<file path="config.mk">
export PLATFORM = sky130hd
export DESIGN_NAME = uart_tx_ctrl
export DESIGN_NICKNAME = d
export VERILOG_FILES = /design/src/rtl/uart_tx_pkg.sv /design/src/rtl/uart_tx_bit_cnt.sv /design/src/rtl/uart_tx_ctrl.sv
export SDC_FILE = /design/constraint.sdc
export NUM_CORES = 1
export LEC_CHECK = 0
export ABC_AREA = 1
export CAP_MARGIN = 30
export CORE_AREA = 2 2 39 41
export CTS_CLUSTER_DIAMETER = 50
export DETAILED_ROUTE_END_ITERATION = 7
export DIE_AREA = 0 0 41 43
export PLACE_DENSITY = 0.68
export SLEW_MARGIN = 25
export SYNTH_ARGS = -nofsm -noshare
export SYNTH_HDL_FRONTEND = slang
export SYNTH_SLANG_ARGS = --single-unit
</file>
<file path="constraint.sdc">
create_clock -name CLK -period 1.26 [get_ports CLK]
set_input_delay 0.315 -clock CLK [delete_from_list [all_inputs] [get_ports CLK]]
set_output_delay 0.315 -clock CLK [all_outputs]
set_load 0.05 [all_outputs]
</file>
<file path="src/rtl/uart_tx_pkg.sv">
// Shared definitions for the UART transmitter: frame states and output mux codes.
package uart_tx_pkg;

    typedef enum logic [2:0] {
        IDLE   = 3'd0,
        START  = 3'd1,
        DATA   = 3'd2,
        PARITY = 3'd3,
        STOP   = 3'd4
    } state_t;

    localparam logic [1:0] MUX_START = 2'b00;
    localparam logic [1:0] MUX_STOP  = 2'b01;
    localparam logic [1:0] MUX_DATA  = 2'b10;
    localparam logic [1:0] MUX_PAR   = 2'b11;

endpackage

</file>
<file path="src/rtl/uart_tx_bit_cnt.sv">
// Data-bit counter: clear, enable, synchronous reset, terminal count at DATA_WIDTH-1.
module uart_tx_bit_cnt #(
    parameter int DATA_WIDTH = 8,
    parameter int CNT_WIDTH  = $clog2(DATA_WIDTH)
) (
    input  logic                 clk,
    input  logic                 rst,
    input  logic                 clr,
    input  logic                 en,
    output logic [CNT_WIDTH-1:0] count,
    output logic                 tc
);

    assign tc = (count == CNT_WIDTH'(DATA_WIDTH - 1));

    // Explicit wrap so non-power-of-two widths still return to zero.
    always_ff @(posedge clk) begin
        if (rst || clr) begin
            count <= '0;
        end else if (en) begin
            count <= tc ? '0 : count + 1'b1;
        end
    end

endmodule

</file>
<file path="src/rtl/uart_tx_ctrl.sv">
// UART TX frame sequencer: start, data bits (LSB first), optional parity, stop.
module uart_tx_ctrl
    import uart_tx_pkg::*;
#(
    parameter int DATA_WIDTH = 8,
    parameter int CNT_WIDTH  = $clog2(DATA_WIDTH)
) (
    input  logic                 CLK,
    input  logic                 RST,
    input  logic                 Data_Valid,
    input  logic                 PAR_EN,
    output logic                 Load,
    output logic                 Ser_En,
    output logic [CNT_WIDTH-1:0] Bit_Idx,
    output logic [1:0]           Mux_Sel,
    output logic                 BUSY
);

    state_t state;
    logic   par_en_q;
    logic   accept;
    logic   cnt_en;
    logic   cnt_tc;

    assign accept = (state == IDLE) && Data_Valid;
    // Reset takes priority over a same-cycle request.
    assign Load   = accept && !RST;
    assign cnt_en = (state == DATA);

    uart_tx_bit_cnt #(
        .DATA_WIDTH (DATA_WIDTH),
        .CNT_WIDTH  (CNT_WIDTH)
    ) u_bit_cnt (
        .clk   (CLK),
        .rst   (RST),
        .clr   (accept),
        .en    (cnt_en),
        .count (Bit_Idx),
        .tc    (cnt_tc)
    );

    // Outputs are registered together with the state they decode.
    always_ff @(posedge CLK) begin
        if (RST) begin
            state    <= IDLE;
            par_en_q <= 1'b0;
            Ser_En   <= 1'b0;
            Mux_Sel  <= MUX_STOP;
            BUSY     <= 1'b0;
        end else begin
            case (state)
                IDLE: begin
                    if (Data_Valid) begin
                        state    <= START;
                        par_en_q <= PAR_EN;
                        Mux_Sel  <= MUX_START;
                        BUSY     <= 1'b1;
                    end
                    Ser_En <= 1'b0;
                end
                START: begin
                    state   <= DATA;
                    Ser_En  <= 1'b1;
                    Mux_Sel <= MUX_DATA;
                    BUSY    <= 1'b1;
                end
                DATA: begin
                    if (cnt_tc) begin
                        Ser_En <= 1'b0;
                        if (par_en_q) begin
                            state   <= PARITY;
                            Mux_Sel <= MUX_PAR;
                        end else begin
                            state   <= STOP;
                            Mux_Sel <= MUX_STOP;
                        end
                    end
                    BUSY <= 1'b1;
                end
                PARITY: begin
                    state   <= STOP;
                    Ser_En  <= 1'b0;
                    Mux_Sel <= MUX_STOP;
                    BUSY    <= 1'b1;
                end
                STOP: begin
                    state   <= IDLE;
                    Ser_En  <= 1'b0;
                    Mux_Sel <= MUX_STOP;
                    BUSY    <= 1'b0;
                end
                default: begin
                    state   <= IDLE;
                    Ser_En  <= 1'b0;
                    Mux_Sel <= MUX_STOP;
                    BUSY    <= 1'b0;
                end
            endcase
        end
    end

endmodule

</file>
==> flow_summary_export.csv, run 1 <==
group,metric,value,unit
floorplan,rows,14,
synth,ys_warn_count,0,
worst_setup_path,cp-end-kind,"output pin",
place,gp_congestion,0.798,
worst_setup_path,path_delay_family,"simple AND/OR/NAND/NOR gates",
sta,setup_viol,1,
detailed_routing,wirelength_met1,551,um
detailed_routing,viasPerCell,4.83,
finish,finalCoreUtilization,61.3,%
synth,ys_types,16,
detailed_routing,wl_per_cell,11.7,um
finish,diodes,0,
floorplan,dieHeight,43,um
synth,ys_top_cells_by_area,"dfxtp_1, nand2_1, a21oi_1",
pwr,pwr_density_cell,2440,mW/mm2
status,outcome,"finished with violations",
detailed_routing,highest_layer,"met4",
clock_tree,cts_tree,"built",
detailed_routing,vias,522,
sta,finalCriticalPeriod,1.51,ns
pwr,combPwrFrac,60.8,%
sta,setup_tns,-0.248,ns
place,dp_cells,103,
sta,layout_worst_path_cycle_share,120,%
pwr,vdd_drop_max,1.25,mV
worst_setup_path,cp_num_buf_inv,1,
detailed_routing,wl_met2,648,um
sta,clock_skew,0.00313,ns
synth,synth_area,499,um2
sta,rsz0062_at_grt,"yes",
floorplan,core,0.00138,mm2
clock_tree,clkTransAtPathRegs,0.07,ns
detailed_routing,dr.pass1.iters,4,
detailed_routing,met3_length,50,um
clock_tree,clockBufferDepth,2,
floorplan,fp.dieW,41,um
sta,slew_violations,0,
synth,syn_inst,69,
finish,drive_above_1_share,43.5,%
worst_setup_path,reg2reg_slack,0.08,ns
finish,stdcell_area,848,um2
sta,hold-worst-slack,0.489,ns
global_route,grt_max_degree,9,
global_route,grt_antenna_before_repair,0,
clock_tree,postCtsHoldBufs,0,
min_path,hold_path.class,"register to register",
global_route,overflow,0,
synth,syn_nets,75,
finish,fin_nets,99,
worst_setup_path,crit-reg2reg-launch,"u_bit_cnt.count[0]",
detailed_routing,drc,0,
clock_tree,cts_sinks,11,
status,failed_checks,"setup timing",
sta,setup_ws,-0.248,ns
detailed_routing,wl,1260,um
finish,register_area,235,um2
clock_tree,clkLatencyLatePin,0.27,ns
place,dpl-instance-area,792,um2
finish,multi_input_area,279,um2
worst_setup_path,cp-start-kind,"register",
worst_setup_path,cp.depth,4,
floorplan,ioPinCount,12,
clock_tree,cts-buffers-inserted,3,
synth,ys_ff_latch,11,
pwr,switchingPower,925,uW
min_path,hp-start,"Mux_Sel[0]",
pwr,clkPwrFrac,11.8,%
worst_setup_path,crit_fanout,2,
synth,synth_top_area_share,44.1,%
pwr,p_leak,0.367,nW
pwr,p_sw_share,44.8,%
worst_setup_path,crit_chain,"nor3_4 > nand2_2 > nor2_4 > buf_12",
synth,ys_seq_area_share,44.1,%
finish,fillCellCount,113,
worst_setup_path,cp_slowest_cell,"dfxtp_2",
worst_setup_path,worstPathRequired,0.94,ns
worst_setup_path,ff2ff_path_depth,8,
clock_tree,cts-root-buf,"clkbuf_4",
worst_setup_path,worstSetupPathType,"register to output pin",
floorplan,initial_utilization,36.1,%
finish,final-instance-count-excl-fill,108,
detailed_routing,drtIter0Drc,17,
detailed_routing,ant_nets,0,
sta,relSlewSlack,88.1,%
pwr,power_frac_seq,27.4,%
min_path,worstHoldPathCells,2,
synth,yosysTopAreaCell,"dfxtp_1",
global_route,grt_pass1_vias,518,
sta,worst_pin_slew,0.178,ns
place,port_buffers,11,
pwr,p_int,1.14,mW
worst_setup_path,arrival,1.19,ns
min_path,min_to,"Mux_Sel[0]",
global_route,grt_usage,17.9,%
worst_setup_path,r2r-end,"Mux_Sel[1]",
finish,syn2layout_area_growth,69.9,%
clock_tree,h-tree-depth,1,
flow_run,maxCapViolCount,0,
global_route,grt_pass1_wl,2170,um
place,dp_hpwl,953,um
sta,fmax,663,MHz
sta,hold_viol,0,
floorplan,dieArea,0.00176,mm2
synth,avgSynthCellArea,7.24,um2
worst_setup_path,critical_path.max_stage_delay,0.34,ns
[logic make-up (layout without fill, tap and decap cells)]
family	after synthesis	count (layout)	synth area share, %
AO/OA/AOI/OAI	8	8	8.02
adder cells (fa/ha/maj)	2	2	5.01
AND/OR/NAND/NOR	39	39	36.1
flip-flops	11	11	44.1
buffers and inverters	9	32	6.76
[worst max-delay path by stage]
stage | slack, ns | to | start
2_1_floorplan | -0.03 | Load | state[0]
3_3_place_gp | -0.23 | Load | Data_Valid
3_5_place_dp | -0.26 | Load | Data_Valid
4_1_cts | -0.26 | Load | state[1]
5_1_grt | -0.28 | Load | state[2]
6_report | -0.25 | Load | state[2]
[synthesized netlist by cell type]
| library cell | number |
|---|---|
| nor2_4 | 1 |
| nand3_1 | 5 |
| nor3_1 | 2 |
| nor3_2 | 1 |
| nand3_2 | 1 |
| ha_1 | 2 |
| o21ai_1 | 1 |
| nand2_2 | 1 |
| a21oi_1 | 7 |
| buf_1 | 1 |
| inv_2 | 4 |
| nor2_1 | 8 |
| dfxtp_1 | 11 |
| nand2_1 | 19 |
| inv_1 | 4 |
| nor2_2 | 1 |
[layout make-up]
class | instances | share of cell area, %
Timing Repair Buffer | 20 | 30.4
Sequential cell | 11 | 27.7
Clock buffer | 4 | 3.10
Multi-Input combinational cell | 49 | 32.9
Inverter | 8 | 3.54
Tap cell | 16 | 2.36
[power by group through the flow]
stage	logic (mW)	registers [mW]	clock network, mW
2_1_floorplan	0.496	0.742	0
3_3_place_gp	1.17	0.561	0
3_5_place_dp	1.19	0.572	0
4_1_cts	1.24	0.565	0.247
5_1_grt	1.36	0.579	0.256
6_report	1.26	0.566	0.244
[per-layer routing]
layer | up-vias | track usage (%)
met5 | - | 0
met4 | 0 | 8.67
met3 | 2 | 4.71
met2 | 15 | 27.2
met1 | 238 | 22.3
li1 | 267 | -
[through the flow]
step / total power, mW / worst slack (ns)
floorplan: 1.24 / -0.0265
global placement: 1.73 / -0.227
detailed placement: 1.76 / -0.259
CTS: 2.05 / -0.263
global route: 2.19 / -0.280
finish: 2.07 / -0.248
[repair_timing]
action / 4_1_cts / 5_1_grt
setup endpoints to repair: 2 / 5
hold endpoints to repair: 0 / 0
setup buffers: 1 / 0
resized for setup: 3 / 5
pin swaps: 3 / 3
[tightest hold or removal path: stages, from the launching register on]
cell	delay, ns
dfxtp_1	0.34
nand2_1	0.07
nand2_1	0.04
[cells in the final DEF, fill, tap and decap left out]
cell,Yosys,routed
a21oi_1,7,7
buf_12,0,8
buf_4,0,9
clkbuf_1,0,1
clkbuf_4,0,3
clkdlybuf4s50_1,0,3
dfxtp_1,11,5
dfxtp_2,0,3
dfxtp_4,0,3
ha_2,0,2
inv_1,4,3
inv_2,4,5
nand2_1,19,18
nand2_2,1,1
nand2_4,0,1
nand3_1,5,5
nand3_4,0,1
nor2_1,8,7
nor2_2,1,1
nor2_4,1,2
nor3_1,2,2
nor3_4,0,1
o21ai_1,1,1
[flip-flops by register name (all words and copies together) (netlist names)]
signal           flops
Ser_En               1
Mux_Sel              2
state                3
par_en_q             1
u_bit_cnt.count      3
BUSY                 1
(Power assumes the default switching activity.)
==> run 2: changes to the inputs <==
--- a/config.mk
+++ b/config.mk
@@ -12,7 +12,7 @@
 export DETAILED_ROUTE_END_ITERATION = 7
 export DIE_AREA = 0 0 41 43
 export PLACE_DENSITY = 0.68
-export SLEW_MARGIN = 25
+export SLEW_MARGIN = 5
 export SYNTH_ARGS = -nofsm -noshare
 export SYNTH_HDL_FRONTEND = slang
 export SYNTH_SLANG_ARGS = --single-unit
==> constraint.sdc (replaced) <==
create_clock -name CLK -period 1.45 [get_ports CLK]
set_input_delay 0.3625 -clock CLK [delete_from_list [all_inputs] [get_ports CLK]]
set_output_delay 0.3625 -clock CLK [all_outputs]
set_load 0.05 [all_outputs]
==> run 2 against run 1 <==
Effect of this change:
- the flow still finishes with violations (setup timing)
- via count decreased by 7.7%
- clock power decreased by 12%
- sequential power is 13% lower
- first-iteration DRC count down 82%
- clock skew grew 0.00074 ns
- register-to-register slack improved by 0.08 ns
- count of clock-buffer cells in the layout unchanged
- hold slack lost 0.0040 ns
- total power decreased by 17%
- sequential cell count is the same
- critical path depth did not move
- sequential share of layout area grew 0.15 points
- critical endpoint unchanged
- largest power group unchanged
- highest routed layer unchanged
==> flow_summary_export.csv, run 2 (synthesized netlist as in run 1, its figures left out) <==
group,metric,value,unit
sta,setup_tns,-0.0986,ns
worst_setup_path,worstSetupPathType,"register to output pin",
worst_setup_path,cp-end-kind,"output pin",
detailed_routing,vias,482,
detailed_routing,ant_nets,0,
sta,clock_skew,0.00387,ns
clock_tree,postCtsHoldBufs,0,
global_route,grt_pass1_wl,1760,um
floorplan,dieHeight,43,um
clock_tree,clockBufferDepth,2,
finish,layout_common_cells,"nand2_1, dfxtp_1, buf_12",
clock_tree,cts-root-buf,"clkbuf_4",
floorplan,rows,14,
global_route,grt_pass1_vias,455,
clock_tree,clkLatencyLatePin,0.27,ns
sta,rsz0062_at_grt,"yes",
detailed_routing,wl_per_cell,10.1,um
clock_tree,h-tree-depth,1,
pwr,p_leak,0.358,nW
floorplan,ioPinCount,12,
floorplan,fp.dieW,41,um
status,outcome,"finished with violations",
sta,slew_violations,0,
sta,fmax,646,MHz
global_route,grt_usage,16.0,%
pwr,vdd_drop_max,1.09,mV
min_path,hold_path.class,"register to register",
status,failed_checks,"setup timing",
flow_run,maxCapViolCount,0,
finish,final-instance-count-excl-fill,106,
finish,fin_nets,97,
finish,syn2layout_area_growth,60.9,%
place,dp_cells,102,
sta,worst_pin_slew,0.180,ns
sta,setup_viol,1,
global_route,grt_max_degree,9,
detailed_routing,drc,0,
place,gp_congestion,0.883,
finish,multi_input_area,262,um2
worst_setup_path,critical_path.max_stage_delay,0.34,ns
worst_setup_path,worstPathRequired,1.09,ns
detailed_routing,dr.pass1.iters,2,
clock_tree,cts-buffers-inserted,3,
pwr,pwr_density_cell,2140,mW/mm2
finish,register_area,224,um2
detailed_routing,drtIter0Drc,3,
sta,layout_worst_path_cycle_share,107,%
finish,reg_top3,"state (3), u_bit_cnt.count (3), Mux_Sel (2)",
worst_setup_path,cp_slowest_cell,"dfxtp_2",
sta,relSlewSlack,88.0,%
floorplan,core,0.00138,mm2
sta,finalCriticalPeriod,1.55,ns
clock_tree,clkTransAtPathRegs,0.07,ns
sta,hold_viol,0,
place,dp_hpwl,875,um
finish,diodes,0,
worst_setup_path,path_delay_family,"simple AND/OR/NAND/NOR gates",
global_route,overflow,0,
floorplan,initial_utilization,36.1,%
floorplan,dieArea,0.00176,mm2
detailed_routing,wl,1080,um
worst_setup_path,crit_chain,"nor3_4 > nand2_2 > nor2_4 > buf_12",
worst_setup_path,crit_fanout,2,
global_route,grt_antenna_before_repair,0,
place,port_buffers,11,
detailed_routing,viasPerCell,4.55,
clock_tree,cts_tree,"built",
sta,setup_ws,-0.0986,ns
finish,fillCellCount,127,
worst_setup_path,cp_num_buf_inv,1,
worst_setup_path,arrival,1.19,ns
worst_setup_path,cp-start-kind,"register",
finish,drive_above_1_share,35.6,%
finish,layout_commonest_cell,"nand2_1",
clock_tree,cts_sinks,11,
run 2: path summary, 6_finish.rpt:
check	start	endpoint	cells past startpoint	slack (ns)
worst min-delay path	par_en_q	par_en_q	2	0.48
worst max-delay path	state[0]	Load	4	-0.1
worst min register to register	par_en_q	par_en_q	2	0.48
worst max register to register	u_bit_cnt.count[1]	Mux_Sel[1]	8	0.16
run 2: area by class of cell:
| class | count | share of cell area, % |
|---|---|---|
| multi-input combinational | 49 | 32.6 |
| timing repair buffer | 18 | 30.1 |
| sequential | 11 | 27.9 |
| inverter | 8 | 3.74 |
| clock buffer | 4 | 3.27 |
| tap | 16 | 2.49 |
run 2: metal layers:
layer  GRT usage (%)  wire length (um)
met5               0                 0
met4            16.0                53
met3            6.81                42
met2            21.6               472
met1            17.0               507
run 2: worst reg2reg max path, stage by stage (launching register included):
cell     delay, ns
dfxtp_1       0.36
ha_1          0.20
ha_1          0.18
inv_1         0.06
nand3_2       0.12
nand2_2       0.13
nand2_1       0.06
nand2_1       0.05
nor2_1        0.03
run 2: repair_timing:
action,4_1_cts,5_1_grt
pin swaps,3,0
gates cloned,0,0
gates resized for setup,6,0
setup buffers,0,0
endpoints found under the setup margin,1,1
run 2: power breakdown:
group,switching (mW),internal (mW)
sequential,0.0936,0.398
combinational,0.553,0.457
clock,0.108,0.107
run 2: metrics by stage:
stage               setup WS, ns  total power, mW  hold slack, ns  utilization, %  area, um2
finish                   -0.0986             1.72           0.485            58.0        803
global route              -0.151             1.82           0.502            58.0        803
CTS                       -0.115             1.73           0.487            58.0        803
detailed placement        -0.128             1.47           0.477            55.3        766
global placement          -0.115             1.45           0.470            55.3        766
floorplan                0.00504             1.03           0.454               -        507
